### src/rtl/dte_pkg.sv
// dte_pkg: shared types for the KL10 DTE diagnostic sequencer.
// The request timestamp field exists only when DTE_SEQ_TIMEGATE_EN is defined.
package dte_pkg;

    localparam int DTE_TIMEW_MAX = 64;

    typedef enum logic [2:0] {
        REQ_MISC    = 3'd0,
        REQ_WRITE   = 3'd1,
        REQ_DIAG    = 3'd2,
        REQ_READ    = 3'd3,
        REQ_RELEASE = 3'd4
    } tDteReqType;

    typedef enum logic [6:0] {
        MISC_CLR_CROBAR = 7'd0,
        MISC_GET_APRID  = 7'd1,
        MISC_WRITE_MEM  = 7'd2,
        MISC_GET_DIAG1  = 7'd3
    } tDteMiscOp;

    typedef enum logic [2:0] {
        ST_IDLE,
        ST_WAIT_TIME,
        ST_STROBE,
        ST_SAMPLE,
        ST_REPLY
    } tDteState;

    typedef struct packed {
        tDteReqType                 rtype;
        logic [6:0]                 func;
`ifdef DTE_SEQ_TIMEGATE_EN
        logic [DTE_TIMEW_MAX-1:0]   rtime;
`endif
        logic [35:0]                data1;
        logic [35:0]                data2;
    } tDteReq;

    // Reply word (LH,,RH) for the opcodes that return status.
    function automatic logic [35:0] dte_misc_reply(
        input logic [6:0]  func,
        input logic [17:0] ucode_id,
        input logic [17:0] hw_options,
        input logic        con_run,
        input logic        con_ebox_halted
    );
        case (func)
            MISC_GET_APRID: return {ucode_id, hw_options};
            MISC_GET_DIAG1: return {18'b0, 16'b0, con_run, con_ebox_halted};
            default:        return '0;
        endcase
    endfunction

endpackage

### src/rtl/dte_req_fifo.sv
// dte_req_fifo: synchronous FIFO of DTE request structs with count/full/empty.
// When full, a push is still taken if a pop happens in the same cycle.
module dte_req_fifo
    import dte_pkg::*;
#(
    parameter int DEPTH = 4
) (
    input  logic                   clk,
    input  logic                   rst_n,
    input  logic                   push_i,
    input  tDteReq                 data_i,
    input  logic                   pop_i,
    output tDteReq                 data_o,
    output logic [$clog2(DEPTH):0] count_o,
    output logic                   full_o,
    output logic                   empty_o
);

    localparam int AW = $clog2(DEPTH);

    tDteReq        mem_q [DEPTH];
    logic [AW-1:0] wr_ptr_q, wr_ptr_d;
    logic [AW-1:0] rd_ptr_q, rd_ptr_d;
    logic [AW:0]   count_q, count_d;
    logic          do_push, do_pop;

    assign full_o  = (count_q == (AW+1)'(DEPTH));
    assign empty_o = (count_q == '0);
    assign do_pop  = pop_i && !empty_o;
    assign do_push = push_i && (!full_o || do_pop);
    assign data_o  = mem_q[rd_ptr_q];
    assign count_o = count_q;

    always_comb begin
        wr_ptr_d = wr_ptr_q;
        rd_ptr_d = rd_ptr_q;
        count_d  = count_q;
        if (do_push) wr_ptr_d = wr_ptr_q + AW'(1);
        if (do_pop)  rd_ptr_d = rd_ptr_q + AW'(1);
        case ({do_push, do_pop})
            2'b10:   count_d = count_q + (AW+1)'(1);
            2'b01:   count_d = count_q - (AW+1)'(1);
            default: count_d = count_q;
        endcase
    end

    // NOTE: flops take <= so every register in the block sees pre-edge values.
    always_ff @(posedge clk or negedge rst_n) begin
        if (!rst_n) begin
            wr_ptr_q <= '0;
            rd_ptr_q <= '0;
            count_q  <= '0;
        end else begin
            wr_ptr_q <= wr_ptr_d;
            rd_ptr_q <= rd_ptr_d;
            count_q  <= count_d;
        end
    end

    // NOTE: entries are not reset; validity lives in the pointers and count.
    always_ff @(posedge clk) begin
        if (do_push) mem_q[wr_ptr_q] <= data_i;
    end

endmodule

### src/rtl/dte_diag_sequencer.sv
// dte_diag_sequencer: queued, time-gated console-to-EBUS diagnostic sequencer.
// Define DTE_SEQ_TIMEGATE_EN to hold each request until ticks >= req_time.
module dte_diag_sequencer
    import dte_pkg::*;
#(
    parameter int QDEPTH        = 4,
    parameter int TIMEW         = 64,
    parameter int STROBE_CYCLES = 2,
    parameter int MEMAW         = 18
) (
    input  logic                    CLK,
    input  logic                    RESET_N,
    input  logic                    req_valid,
    output logic                    req_ready,
    input  logic [2:0]              req_type,
    input  logic [6:0]              req_func,
    input  logic [TIMEW-1:0]        req_time,
    input  logic [35:0]             req_data1,
    input  logic [35:0]             req_data2,
    output logic                    rep_valid,
    input  logic                    rep_ready,
    output logic [TIMEW-1:0]        rep_time,
    output logic [17:0]             rep_lh,
    output logic [17:0]             rep_rh,
    input  logic [35:0]             ebus_data,
    output logic [6:0]              ebus_ds,
    output logic                    ebus_diag_strobe,
    output logic                    ebus_drive,
    output logic [35:0]             ebus_drive_data,
    output logic                    mem_we,
    output logic [MEMAW-1:0]        mem_addr,
    output logic [35:0]             mem_wdata,
    input  logic [17:0]             ucode_id,
    input  logic [17:0]             hw_options,
    input  logic                    con_run,
    input  logic                    con_ebox_halted,
    output logic                    crobar,
    output logic [$clog2(QDEPTH):0] q_count
);

    localparam int SCW = $clog2(STROBE_CYCLES) + 1;
    localparam logic [SCW-1:0] STROBE_LAST = SCW'(STROBE_CYCLES - 1);

    tDteState          state_q, state_d;
    tDteReq            cur_q, cur_d;
    tDteReq            push_req, fifo_dout;
    logic              fifo_full, fifo_empty, fifo_pop;
    logic [TIMEW-1:0]  ticks_q;
    logic [SCW-1:0]    strobe_cnt_q, strobe_cnt_d;
    logic [TIMEW-1:0]  rep_time_q, rep_time_d;
    logic [17:0]       rep_lh_q, rep_lh_d, rep_rh_q, rep_rh_d;
    logic [6:0]        ds_q, ds_d;
    logic              strobe_q, strobe_d;
    logic              drive_q, drive_d;
    logic [35:0]       drive_data_q, drive_data_d;
    logic              mem_we_q, mem_we_d;
    logic [MEMAW-1:0]  mem_addr_q, mem_addr_d;
    logic [35:0]       mem_wdata_q, mem_wdata_d;
    logic              crobar_q, crobar_d;
    logic              time_ok;
    logic [35:0]       misc_word;

    always_comb begin
        push_req       = '0;
        push_req.rtype = tDteReqType'(req_type);
        push_req.func  = req_func;
        push_req.data1 = req_data1;
        push_req.data2 = req_data2;
`ifdef DTE_SEQ_TIMEGATE_EN
        push_req.rtime = DTE_TIMEW_MAX'(req_time);
`endif
    end

`ifdef DTE_SEQ_TIMEGATE_EN
    // Plain unsigned compare: a timestamp behind a wrapped counter waits a full wrap.
    assign time_ok = (ticks_q >= cur_q.rtime[TIMEW-1:0]);
`else
    logic unused_req_time;
    assign unused_req_time = ^req_time;
    assign time_ok         = 1'b1;
`endif

    dte_req_fifo #(
        .DEPTH (QDEPTH)
    ) u_fifo (
        .clk     (CLK),
        .rst_n   (RESET_N),
        .push_i  (req_valid && req_ready),
        .data_i  (push_req),
        .pop_i   (fifo_pop),
        .data_o  (fifo_dout),
        .count_o (q_count),
        .full_o  (fifo_full),
        .empty_o (fifo_empty)
    );

    assign misc_word = dte_misc_reply(cur_q.func, ucode_id, hw_options,
                                      con_run, con_ebox_halted);

    // NOTE: every _d starts from its hold value so no branch can infer a latch.
    always_comb begin
        state_d      = state_q;
        cur_d        = cur_q;
        strobe_cnt_d = strobe_cnt_q;
        rep_time_d   = rep_time_q;
        rep_lh_d     = rep_lh_q;
        rep_rh_d     = rep_rh_q;
        ds_d         = ds_q;
        strobe_d     = strobe_q;
        drive_d      = drive_q;
        drive_data_d = drive_data_q;
        mem_we_d     = 1'b0;
        mem_addr_d   = mem_addr_q;
        mem_wdata_d  = mem_wdata_q;
        crobar_d     = crobar_q;
        fifo_pop     = 1'b0;

        case (state_q)
            ST_IDLE: begin
                if (!fifo_empty) begin
                    fifo_pop = 1'b1;
                    cur_d    = fifo_dout;
                    state_d  = ST_WAIT_TIME;
                end
            end

            ST_WAIT_TIME: begin
                if (time_ok) begin
                    case (cur_q.rtype)
                        REQ_MISC: begin
                            if (cur_q.func == MISC_CLR_CROBAR) crobar_d = 1'b0;
                            if (cur_q.func == MISC_WRITE_MEM) begin
                                mem_we_d    = 1'b1;
                                mem_addr_d  = cur_q.data1[MEMAW-1:0];
                                mem_wdata_d = cur_q.data2;
                            end
                            state_d = ST_SAMPLE;
                        end
                        REQ_WRITE, REQ_DIAG: begin
                            if (cur_q.rtype == REQ_WRITE) begin
                                drive_d      = 1'b1;
                                drive_data_d = cur_q.data1;
                            end
                            ds_d         = cur_q.func;
                            strobe_d     = 1'b1;
                            strobe_cnt_d = '0;
                            state_d      = ST_STROBE;
                        end
                        REQ_RELEASE: begin
                            drive_d      = 1'b0;
                            drive_data_d = '0;
                            strobe_d     = 1'b0;
                            state_d      = ST_SAMPLE;
                        end
                        default: state_d = ST_SAMPLE;
                    endcase
                end
            end

            ST_STROBE: begin
                if (strobe_cnt_q == STROBE_LAST) state_d = ST_SAMPLE;
                else                             strobe_cnt_d = strobe_cnt_q + SCW'(1);
            end

            // MISC requests also pass through here so every non-strobe type has equal latency.
            ST_SAMPLE: begin
                rep_time_d = ticks_q;
                if (cur_q.rtype == REQ_MISC) begin
                    rep_lh_d = misc_word[35:18];
                    rep_rh_d = misc_word[17:0];
                end else begin
                    rep_lh_d = ebus_data[35:18];
                    rep_rh_d = ebus_data[17:0];
                end
                state_d = ST_REPLY;
            end

            ST_REPLY: begin
                if (rep_ready) state_d = ST_IDLE;
            end

            default: state_d = ST_IDLE;
        endcase
    end

    always_ff @(posedge CLK or negedge RESET_N) begin
        if (!RESET_N) begin
            state_q      <= ST_IDLE;
            cur_q        <= '0;
            ticks_q      <= '0;
            strobe_cnt_q <= '0;
            rep_time_q   <= '0;
            rep_lh_q     <= '0;
            rep_rh_q     <= '0;
            ds_q         <= '0;
            strobe_q     <= 1'b0;
            drive_q      <= 1'b0;
            drive_data_q <= '0;
            mem_we_q     <= 1'b0;
            mem_addr_q   <= '0;
            mem_wdata_q  <= '0;
            crobar_q     <= 1'b1;
        end else begin
            state_q      <= state_d;
            cur_q        <= cur_d;
            ticks_q      <= ticks_q + TIMEW'(1);
            strobe_cnt_q <= strobe_cnt_d;
            rep_time_q   <= rep_time_d;
            rep_lh_q     <= rep_lh_d;
            rep_rh_q     <= rep_rh_d;
            ds_q         <= ds_d;
            strobe_q     <= strobe_d;
            drive_q      <= drive_d;
            drive_data_q <= drive_data_d;
            mem_we_q     <= mem_we_d;
            mem_addr_q   <= mem_addr_d;
            mem_wdata_q  <= mem_wdata_d;
            crobar_q     <= crobar_d;
        end
    end

    assign req_ready        = !fifo_full;
    assign rep_valid        = (state_q == ST_REPLY);
    assign rep_time         = rep_time_q;
    assign rep_lh           = rep_lh_q;
    assign rep_rh           = rep_rh_q;
    assign ebus_ds          = ds_q;
    assign ebus_diag_strobe = strobe_q;
    assign ebus_drive       = drive_q;
    assign ebus_drive_data  = drive_data_q;
    assign mem_we           = mem_we_q;
    assign mem_addr         = mem_addr_q;
    assign mem_wdata        = mem_wdata_q;
    assign crobar           = crobar_q;

endmodule

### config.mk
export PLATFORM = sky130hd
export DESIGN_NAME = dte_diag_sequencer
export DESIGN_NICKNAME = d
export VERILOG_FILES = /design/src/rtl/dte_pkg.sv /design/src/rtl/dte_req_fifo.sv /design/src/rtl/dte_diag_sequencer.sv
export SDC_FILE = /design/constraint.sdc
export NUM_CORES = 1
export LEC_CHECK = 0
export ABC_AREA = 1
export BUFFER_PORTS_ARGS = -buffer_cell sky130_fd_sc_hd__buf_2
export CAP_MARGIN = 20
export CORE_MARGIN = 2
export CORE_UTILIZATION = 45
export DETAILED_ROUTE_END_ITERATION = 6
export PLACE_DENSITY = 0.69
export SYNTH_ARGS = -nofsm -noshare
export SYNTH_HDL_FRONTEND = slang
export SYNTH_HIERARCHICAL = 1
export SYNTH_SLANG_ARGS = --single-unit
### constraint.sdc
create_clock -name CLK -period 5.7 [get_ports CLK]
set_input_delay 0.855 -clock CLK [delete_from_list [all_inputs] [get_ports CLK]]
set_output_delay 0.855 -clock CLK [all_outputs]
set_load 0.005 [all_outputs]
## Yosys cells after proc, flatten, opt, wreduce, memory -nomap -nowiden

Memories as Yosys holds them, arrays and structs flattened. A register that Yosys moved wholly into a read port is not among the register bits.
Index checks and enable logic that the tools add are counted.

| cells by class | value |
|---|---|
| add/sub/neg operators | 6 |
| reduce and logical (&&, ||, !) cells | 23 |
| multiplexer cells | 24 |
| bitwise operators | 1 |
| eq/ne operators | 20 |

Operators by type and width:

| operator | number |
|---|---|
| $pmux W36 S2 | 2 |
| $add A64 B1 Y64 const B | 1 |
| $mux W18 | 2 |
| $mux W36 | 1 |
| $pmux W3 S5 | 1 |
| $reduce_and A3 Y1 | 5 |
| $eq A7 B2 Y1 const B | 2 |
| $ne A2 B2 Y1 const B | 5 |
| $eq A3 B2 Y1 const B | 3 |
| $eq A3 B3 Y1 const B | 3 |
| $logic_not A3 Y1 | 3 |
| $mux W1 | 9 |
| $mux W3 | 3 |
| $eq A7 B1 Y1 const B | 1 |
| $logic_not A7 Y1 | 1 |
| $add A2 B1 Y2 const B | 3 |
| $eq A3 B1 Y1 const B | 2 |
| $pmux W3 S2 | 1 |
| $reduce_and A2 Y1 | 3 |
| $reduce_bool A2 Y1 | 3 |
| $eq A2 B1 Y1 const B | 2 |
| $mux W2 | 2 |
| $pmux W1 S2 | 2 |
| $pmux W2 S2 | 1 |
| other kinds (9) | 13 |

| storage, ports and cells | value |
|---|---|
| output and inout port bits | 206 |
| memories | 1 |
| flip-flop bits (word level) | 277 |
| word-level logic and storage cells | 92 |
| RAM bits | 328 |
| input bits | 224 |

Memories:

| memory | depth | width | rd ports | clocked after memory_dff | wr ports | RTL line | source |
|---|---|---|---|---|---|---|---|
| u_fifo.mem_q | 4 | 82 | 1 | 1 | 1 | dte_req_fifo.sv:21 | `tDteReq mem_q [DEPTH];` |

## Longest topological paths before layout

Gate-level depths: netlist of the first run.

| depth | value |
|---|---|
| depth in word-level cells | 8 |
| gate-level depth with buffers | 14 |
| gate-level depth less buffers | 12 |

## Hierarchy

Netlist of the first run, hierarchy kept.

Modules (own cells, without submodules):

| module | seq. area each (um2) | instances | area each (um2) | cells each |
|---|---|---|---|---|
| dte_diag_sequencer | 8,809.7 | 1 | 14,966.9 | 1,705 |
| dte_req_fifo | 10,024.6 | 1 | 12,609.6 | 848 |

## Least setup slack after synthesis of the first run

Ideal clock, no wire load.

| timing path | value |
|---|---|
| path kind | register to register |
| from | register u_fifo.count_q[0], in the netlist u_fifo/count_o[0] |
| to | memory u_fifo/mem_q[0][0] in the netlist's numbering (enable) |
| setup time | 523 ps |
| path slack | 461 ps |
| required time | 5,177 ps |
| arrival | 4,716 ps |
| path buffers | 2 |
| cell stages (with the launch flop) | 10 |
| period minus slack after synthesis | 5,239 ps |
| cells stage by stage | dfrtp_1 > nor2_1 > nand2_1 > inv_1 > nand3b_4 > inv_2 > buf_4 > buf_4 > o21ai_4 > nor2_1 |

| between the ends | value |
|---|---|
| cells in the longest elaborated chain, start to end | 8 |
| elaborated cells on any way between the ends | 12 |
| classes of those cells | 1 x eq/ne; 4 x mux; 7 x reduce/logical |

Ends and longest elaborated chain:

| item | RTL line | source |
|---|---|---|
| from (decl) | dte_req_fifo.sv:24 | `logic [AW:0] count_q, count_d;` |
| from (signal assigned) | dte_req_fifo.sv:56 | `count_q <= count_d;` |
| $logic_not A3 Y1 | dte_req_fifo.sv:28 | `assign empty_o = (count_q == '0);` |
| net fifo_empty | dte_diag_sequencer.sv:47 | `logic fifo_full, fifo_empty, fifo_pop;` |
| $mux W1 | dte_diag_sequencer.sv:120 | `if (!fifo_empty) begin` |
| $mux W1 | dte_diag_sequencer.sv:118 | `case (state_q)` |
| net fifo_pop | dte_diag_sequencer.sv:47 |  |
| $logic_and A1 B1 Y1 | dte_req_fifo.sv:29 | `assign do_pop = pop_i && !empty_o;` |
| $logic_or A1 B1 Y1 | dte_req_fifo.sv:30 | `assign do_push = push_i && (!full_o \|\| do_pop);` |
| $logic_and A1 B1 Y1 | dte_req_fifo.sv:30 |  |
| $mux W1 | dte_req_fifo.sv:62 | `if (do_push) mem_q[wr_ptr_q] <= data_i;` |
| $mux W1 (implied by the code) | dte_req_fifo.sv:62 |  |
| to (decl) | dte_req_fifo.sv:21 |  |

The timed path passes the listed nets, and every way through them passes these cells.

## Worst setup path in the final report of the first run

| timing path | value |
|---|---|
| from | register u_fifo.count_q[0], in the netlist u_fifo/count_o[0] |
| to | memory u_fifo/mem_q[0][9] in the netlist's numbering (enable) |

| between the ends | value |
|---|---|
| cells in the longest elaborated chain, start to end | 8 |
| elaborated cells on any way between the ends | 12 |
| classes of those cells | 1 x eq/ne; 4 x mux; 7 x reduce/logical |

Ends and longest elaborated chain:

| item | RTL line |
|---|---|
| $logic_not A3 Y1 * | dte_req_fifo.sv:28 |
| net fifo_empty | dte_diag_sequencer.sv:47 |
| $mux W1 | dte_diag_sequencer.sv:120 |
| $mux W1 | dte_diag_sequencer.sv:118 |
| $logic_and A1 B1 Y1 * | dte_req_fifo.sv:29 |
| $logic_or A1 B1 Y1 * | dte_req_fifo.sv:30 |
| $logic_and A1 B1 Y1 * | dte_req_fifo.sv:30 |
| $mux W1 * | dte_req_fifo.sv:62 |
| $mux W1 (implied by the code) * | dte_req_fifo.sv:62 |

Mark *: on every way through the listed nets, which the timed path passes. The rest lies on a longest branch.

==> qor.yml, run 1 <==
status: "complete, no violations"
drt-initial-drc-count: 1494
crit_path_end_kind: "register"
htreeDepth: 3
syn_to_final_growth_pct: 17.2
ys.flop_type: "dfrtp_1"
synth_area_leaders: "edfxtp_1 (36%), dfrtp_1 (32%), nand2_1 (7.3%)"
coreArea_mm2: 0.0605
endpoint: "u_fifo/mem_q[0][9]"
hold_buffers: 0
fmax_mhz: 308
tns_ps: 0
antenna_left: 0
fin_crit_sh_pct: 57.0
clkLatencyLatePin_ps: 610
fillers: 5222
cp.required_ps: 5920
vias_per_cell: 5.26
place_congestion: 0.914
syn-num-nets: 2784
p_per_area_mw_per_mm2: 499
dpl.cell_count: 3595
worstPathMaxFanout: 67
synth-seq-area-share_pct: 68.3
ys_seq_elements: 687
relSlewSlack_pct: 28.8
fin_skew_ps: 25.2
root_buffer: "clkbuf_16"
r2r-start: "u_fifo/count_o[0]"
post-route-util_pct: 53.4
total_leakage_power_nw: 13.5
setup_slack_ps: 2450
postCtsSetupRepairBufs: 0
criticalPathCategory: "reg -> reg"
final_layout_size_suffix_gt1_share_pct: 18.8
start_util_pct: 45.6
critPathLaunchType: "register"
hold_viol: 0
async_flop_share_pct: 52.3
period_needed_ps: 3250
r2r-end: "u_fifo/mem_q[0][9]"
instances_no_fill: 3734
worstMarginPinSlew_ps: 1070
io_pins: 430
rsz0062_at_grt: "false"
grt_pass1_wl_mm: 107
cts_buffers: 71
syn_area_mm2: 0.0276
postCtsResizedCells: 0
antenna_found_initial: 19
vias: 19600
clk_pin_slew_ps: 60
rrSetupSlack_ps: 2450
clk_path_buf_depth: 3
postSynthAreaPerCell_um2: 10.8
crit_path_start: "u_fifo/count_o[0]"
arrival_ps: 3470
overflow: 0
route.detailed.drc: 0
maxCapViolCount: 0
slew_viol_final: 0
hpwl_mm: 46.7
tritoncts: "done"
post-place-ws_ps: 2450
timing.hold.ws_ps: 286
synthCells: 2553
grt_util_all_layers_pct: 22.0
grt_max_degree: 159
ff2ff_path_depth: 8
grt_pass1_vias: 19100
worstHoldPathType: "in -> async"
yosysUniqueCellTypes: 38
die_w_um: 252
synth_edf_count: 328
num_rows: 90
io_buffers: 365
seqCellArea_mm2: 0.0188
irDropWorstVdd_uv: 271
clock_sinks: 687
drt-total-wl_mm: 69.8
synth_top_area_share_pct: 35.7
drt_pass1_iterations: 6
dieHeight_um: 252
die-area_mm2: 0.0633
setup_viol: 0
multiInputGateArea_mm2: 0.00745
layout.nets: 3119
synth_area_leader_cell: "edfxtp_1"
yosysWarnings: 6
wl_per_cell_um: 18.7
## flip-flops by register name, summed over array words and instances, names as in the netlist, 2 cells and up
register / count
rep_rh: 18
mem_wdata: 36
rep_time: 64
ebus_ds: 7
mem_addr: 18
ticks_q: 64
rep_lh: 18
strobe_cnt_q: 2
ebus_drive_data: 36
u_fifo/wr_ptr_q: 2
u_fifo/count_o: 3
u_fifo/rd_ptr_q: 2
state_q: 3
cur_q: 82
u_fifo/mem_q: 328
## worst min-delay path by stage
stage / start / endpoint / slack [ps] / cells past startpoint
after global placement: ebus_drive / ebus_drive / 450 / 2
after global routing: RESET_N / ticks_q[38] / 330 / 1
after detailed placement: ebus_drive / ebus_drive / 460 / 2
final: RESET_N / ticks_q[32] / 290 / 1
after floorplan: ticks_q[63] / ticks_q[63] / 450 / 2
after CTS: RESET_N / ticks_q[38] / 280 / 1
## synthesized netlist by cell type (all sizes together), types with 2 or more instances
master    n
mux2     11
ha        6
clkbuf   53
a21oi    71
xor2     33
nand2   546
nand3    65
edfxtp  328
o21ai   385
inv     157
o22ai    82
nand4    19
a31oi    34
buf      75
nor2    317
clkinv    3
dfrtp   358
nand3b    2
nor3      6
## per-stage QoR
| stage | power (mW) | cell area [µm²] |
|---|---|---|
| after CTS | 16.3 | 32300 |
| final | 16.1 | 32300 |
| after detailed placement | 11.6 | 29900 |
| after global routing | 17.1 | 32300 |
| after floorplan | 10.1 | 27600 |
| after global placement | 11.4 | 29900 |
## worst max-delay path: stages (launching register included)
cell and delay (ps):
dfrtp_1 390, nor2_1 80, nand2_1 140, inv_1 100, nand3b_4 300, inv_4 590, o21ai_4 250, nor2_4 380
buf_4 590
## kinds of logic after synthesis
kind of cell	Yosys count	share of synthesized area, %
buffers and inverters	288	4.87
AO/OA/AOI/OAI	572	11.0
multiplexers	11	0.449
XOR/XNOR	33	1.05
adder cells (fa/ha/maj)	7	0.345
AND/OR/NAND/NOR	955	14.0
flip-flops	687	68.3
## routing by layer
layer | vias up | global-route usage, % | share of wire, %
met5 | - | 0 | 0.18
met3 | 147 | 4.86 | 7.2
met4 | 20 | 8.93 | 3.4
li1 | 9371 | - | -
met2 | 652 | 36.1 | 47
met1 | 9448 | 28.4 | 42
## final cells by class
| class | instances | area share, % |
|---|---|---|
| clock buffer | 102 | 6.37 |
| sequential | 687 | 58.3 |
| inverter | 160 | 1.87 |
| antenna | 7 | 0.0542 |
| multi-input combinational | 1578 | 23.1 |
| clock inverter | 28 | 0.937 |
| tap | 782 | 3.03 |
| timing repair buffer | 390 | 6.39 |
## cell usage in the layout (no fill, tap or decap), drive strengths merged
cell,n
a21oi,71
a31oi,34
buf,390
bufinv,5
clkbuf,102
clkinv,18
clkinvlp,6
dfrtp,358
dfstp,1
diode,7
edfxtp,328
fa,1
ha,6
inv,159
mux2,11
nand2,546
nand3,65
nand3b,2
nand4,19
nor2,317
nor3,6
o21ai,385
o22ai,82
xor2,33
## where the power goes
part,switching [mW],internal [mW]
clock,1.87,2.75
combinational,3.09,1.40
sequential,0.543,6.47
Power figures use the tool's default switching activity.
==> inputs of run 2 (changes only) <==
ABC_AREA = 0   (was 1)
clock period = 3.03 ns   (was 5.7 ns; I/O delays follow)
==> run 2 against run 1 <==
Synthesized area down 4.7%. Global-route usage shrank 2.4 points. Count of clock-buffer cells in the layout unchanged. Clock skew shrank 8.3 ps. Core utilization rose by 1.6 points. Final area is 1.8% lower. Critical path type unchanged. Critical endpoint is now u_fifo/count_o[1]. Largest power group unchanged.
==> qor.yml, run 2 <==
synth_edf_count: 328  # unchanged
hold_viol: 0  # unchanged
cp.required_ps: 3540  # was 5920 ps
yosys-top-cells-count: "dfrtp_1 (358), edfxtp_1 (328), nand2_1 (209)"  # was nand2_1 (538), dfrtp_1 (358), edfxtp_1 (328)
antenna_found_initial: 18  # was 19
worstPathMaxFanout: 9  # was 67
async_flop_share_pct: 52.3  # unchanged
r2r-start: "u_fifo/count_o[0]"  # unchanged
antenna_left: 0  # unchanged
clk_pin_slew_ps: 60  # about the same
grt_util_all_layers_pct: 19.5  # was 22.0%
arrival_ps: 3080  # was 3470 ps
clkLatencyLatePin_ps: 600  # was 610 ps
postSynthAreaPerCell_um2: 16.2  # was 10.8 µm²
period_needed_ps: 2570  # was 3250 ps
syn_to_final_growth_pct: 20.7  # was 17.2%
overflow: 0  # unchanged
p_per_area_mw_per_mm2: 927  # was 499 mW/mm²
yosysUniqueCellTypes: 60  # was 38
io_buffers: 365  # unchanged
syn-num-nets: 1855  # was 2784
synthCells: 1624  # was 2553
worstHoldPathType: "in -> reg"  # was in -> async
drt-initial-drc-count: 954  # was 1494
post-route-util_pct: 55.0  # was 53.4%
htreeDepth: 3  # unchanged
crit_path_start: "u_fifo/count_o[0]"  # unchanged
fin_skew_ps: 16.9  # was 25.2 ps
synth-seq-area-share_pct: 71.7  # was 68.3%
final_layout_size_suffix_gt1_share_pct: 37.2  # was 18.8%
die_w_um: 246  # was 252 µm
ys.flop_type: "dfrtp_1"  # unchanged
wl_per_cell_um: 20.6  # was 18.7 µm
largest_register_ffs: 328  # unchanged
mostFrequentLayoutCell: "buf_2"  # was nand2_1
vias: 15200  # was 19600
drt-total-wl_mm: 58.8  # was 69.8 mm
drt_pass1_iterations: 5  # was 6
vias_per_cell: 5.32  # was 5.26
ys_seq_elements: 687  # unchanged
route.detailed.drc: 0  # unchanged
root_buffer: "clkbuf_16"  # unchanged
io_pins: 430  # unchanged
clk_path_buf_depth: 3  # unchanged
grt_max_degree: 96  # was 159
cts_buffers: 71  # unchanged
slew_viol_final: 0  # unchanged
crit_path_end_kind: "register"  # unchanged
grt_pass1_wl_mm: 90.2  # was 107 mm
min-delay-start: "req_data1[1]"
total_leakage_power_nw: 13.6  # was 13.5 nW
die-area_mm2: 0.0604  # was 0.0633 mm²
largest-register: "u_fifo/mem_q"  # unchanged
critPathLaunchType: "register"  # unchanged
relSlewSlack_pct: 42.9  # was 28.8%
dieHeight_um: 246  # was 252 µm
synth_area_leaders: "edfxtp_1 (37%), dfrtp_1 (34%), mux4_2 (7.0%)"  # was edfxtp_1 (36%), dfrtp_1 (32%), nand2_1 (7.3%)
synth_top_area_share_pct: 37.5  # was 35.7%
hpwl_mm: 38.5  # was 46.7 mm
num_rows: 88  # was 90
postCtsSetupRepairBufs: 0  # unchanged
clock_sinks: 687  # unchanged
placedInstanceArea_mm2: 0.0293  # was 0.0299 mm²
final_cell_mix: "buf_2 (364), dfrtp_1 (356), edfxtp_1 (328)"  # was nand2_1 (537), buf_2 (364), dfrtp_1 (356)
start_util_pct: 45.6  # about the same
top_regs: "u_fifo/mem_q x328, cur_q x82"  # unchanged
fmax_mhz: 389  # was 308 MHz
worstMarginPinSlew_ps: 850  # was 1070 ps
criticalPathCategory: "reg -> reg"  # unchanged
layout.nets: 2258  # was 3119
rsz0062_at_grt: "false"  # unchanged
syn_area_mm2: 0.0263  # was 0.0276 mm²
yosysWarnings: 6  # unchanged
tritoncts: "done"  # unchanged
finalInstanceArea_mm2: 0.0317  # was 0.0323 mm²
yosysMostFrequentCell: "dfrtp_1"  # was nand2_1
fin_crit_sh_pct: 84.8  # was 57.0%
maxCapViolCount: 0  # unchanged
grt_pass1_vias: 15900  # was 19100
coreArea_mm2: 0.0577  # was 0.0605 mm²
irDropWorstVdd_uv: 768  # was 271 µV
synth_area_leader_cell: "edfxtp_1"  # unchanged
place_congestion: 0.832  # was 0.914
setup_viol: 0  # unchanged
status: "complete, no violations"  # unchanged
==> run 2: critical path, stage by stage (launching register included) <==
cell	delay, ps
dfrtp_1	430
or3b_1	440
inv_1	90
nor2b_1	60
buf_4	170
nor2b_1	220
nand2_1	100
fa_1	450
o21ba_2	250
o211ai_1	80
a22oi_1	180
==> run 2: final timing paths <==
check	to	slack (ps)	depth (start not counted)
setup / recovery	u_fifo/count_o[1]	460	10
hold / removal	u_fifo/mem_q[0][37]	60	1
setup reg to reg	u_fifo/count_o[1]	460	10
hold reg to reg	rep_time[45]	470	2
max in group asynchronous	rep_rh[14]	1750	3
min in group asynchronous	rep_rh[2]	490	2
==> run 2: report_power, final <==
group          leakage (nW)  internal (mW)  switching (mW)
Clock                  1.18           5.29            3.54
Sequential             7.61           12.1            1.34
Combinational          4.77           3.63            3.51
==> run 2: cells by family after synthesis <==
| kind of cell | after synthesis | share of synthesized area [%] |
|---|---|---|
| simple gates | 429 | 7.63 |
| flops | 687 | 71.7 |
| xor+xnor | 70 | 2.33 |
| compound gates | 104 | 3.17 |
| buf+inv | 101 | 1.65 |
| mux | 226 | 13.2 |
| fa+ha+maj | 7 | 0.362 |
==> run 2: cell type report <==
type / instances / area (µm²)
diodes: 7 / 17.5
clock buffers: 102 / 2110
clock inverters: 27 / 292
fillers: 4602 / 26000
inverters: 23 / 86.3
multi-input cells: 836 / 7050
flip-flops and latches: 687 / 18800
well taps: 765 / 957
repair buffers: 408 / 2390
==> run 2: through the flow <==
stage               cells  hold WS [ps]  power (mW)  setup slack [ps]  TNS, ps
detailed placement   2718           458        20.9               497        0
CTS                  2848          26.8        29.9               481        0
finish               2855          64.0        29.4               461        0
global placement     2718           460        20.6               563        0
floorplan            1624           159        18.0              -425  -139440
global route         2850          45.6        31.0               321        0
==> run 2: repair_timing <==
item | in CTS | in global routing
hold buffers | 1 | 0
gates resized for setup | 0 | 0
hold endpoints to repair | 74 | 0
==> run 2: metal layers <==
layer	global-route usage [%]	vias to the layer above	share of wire [%]
met5	0	-	0.24
met4	6.61	20	2.3
met3	6.14	108	8.2
met2	33.1	481	49
met1	23.7	7765	40
li1	-	6825	-
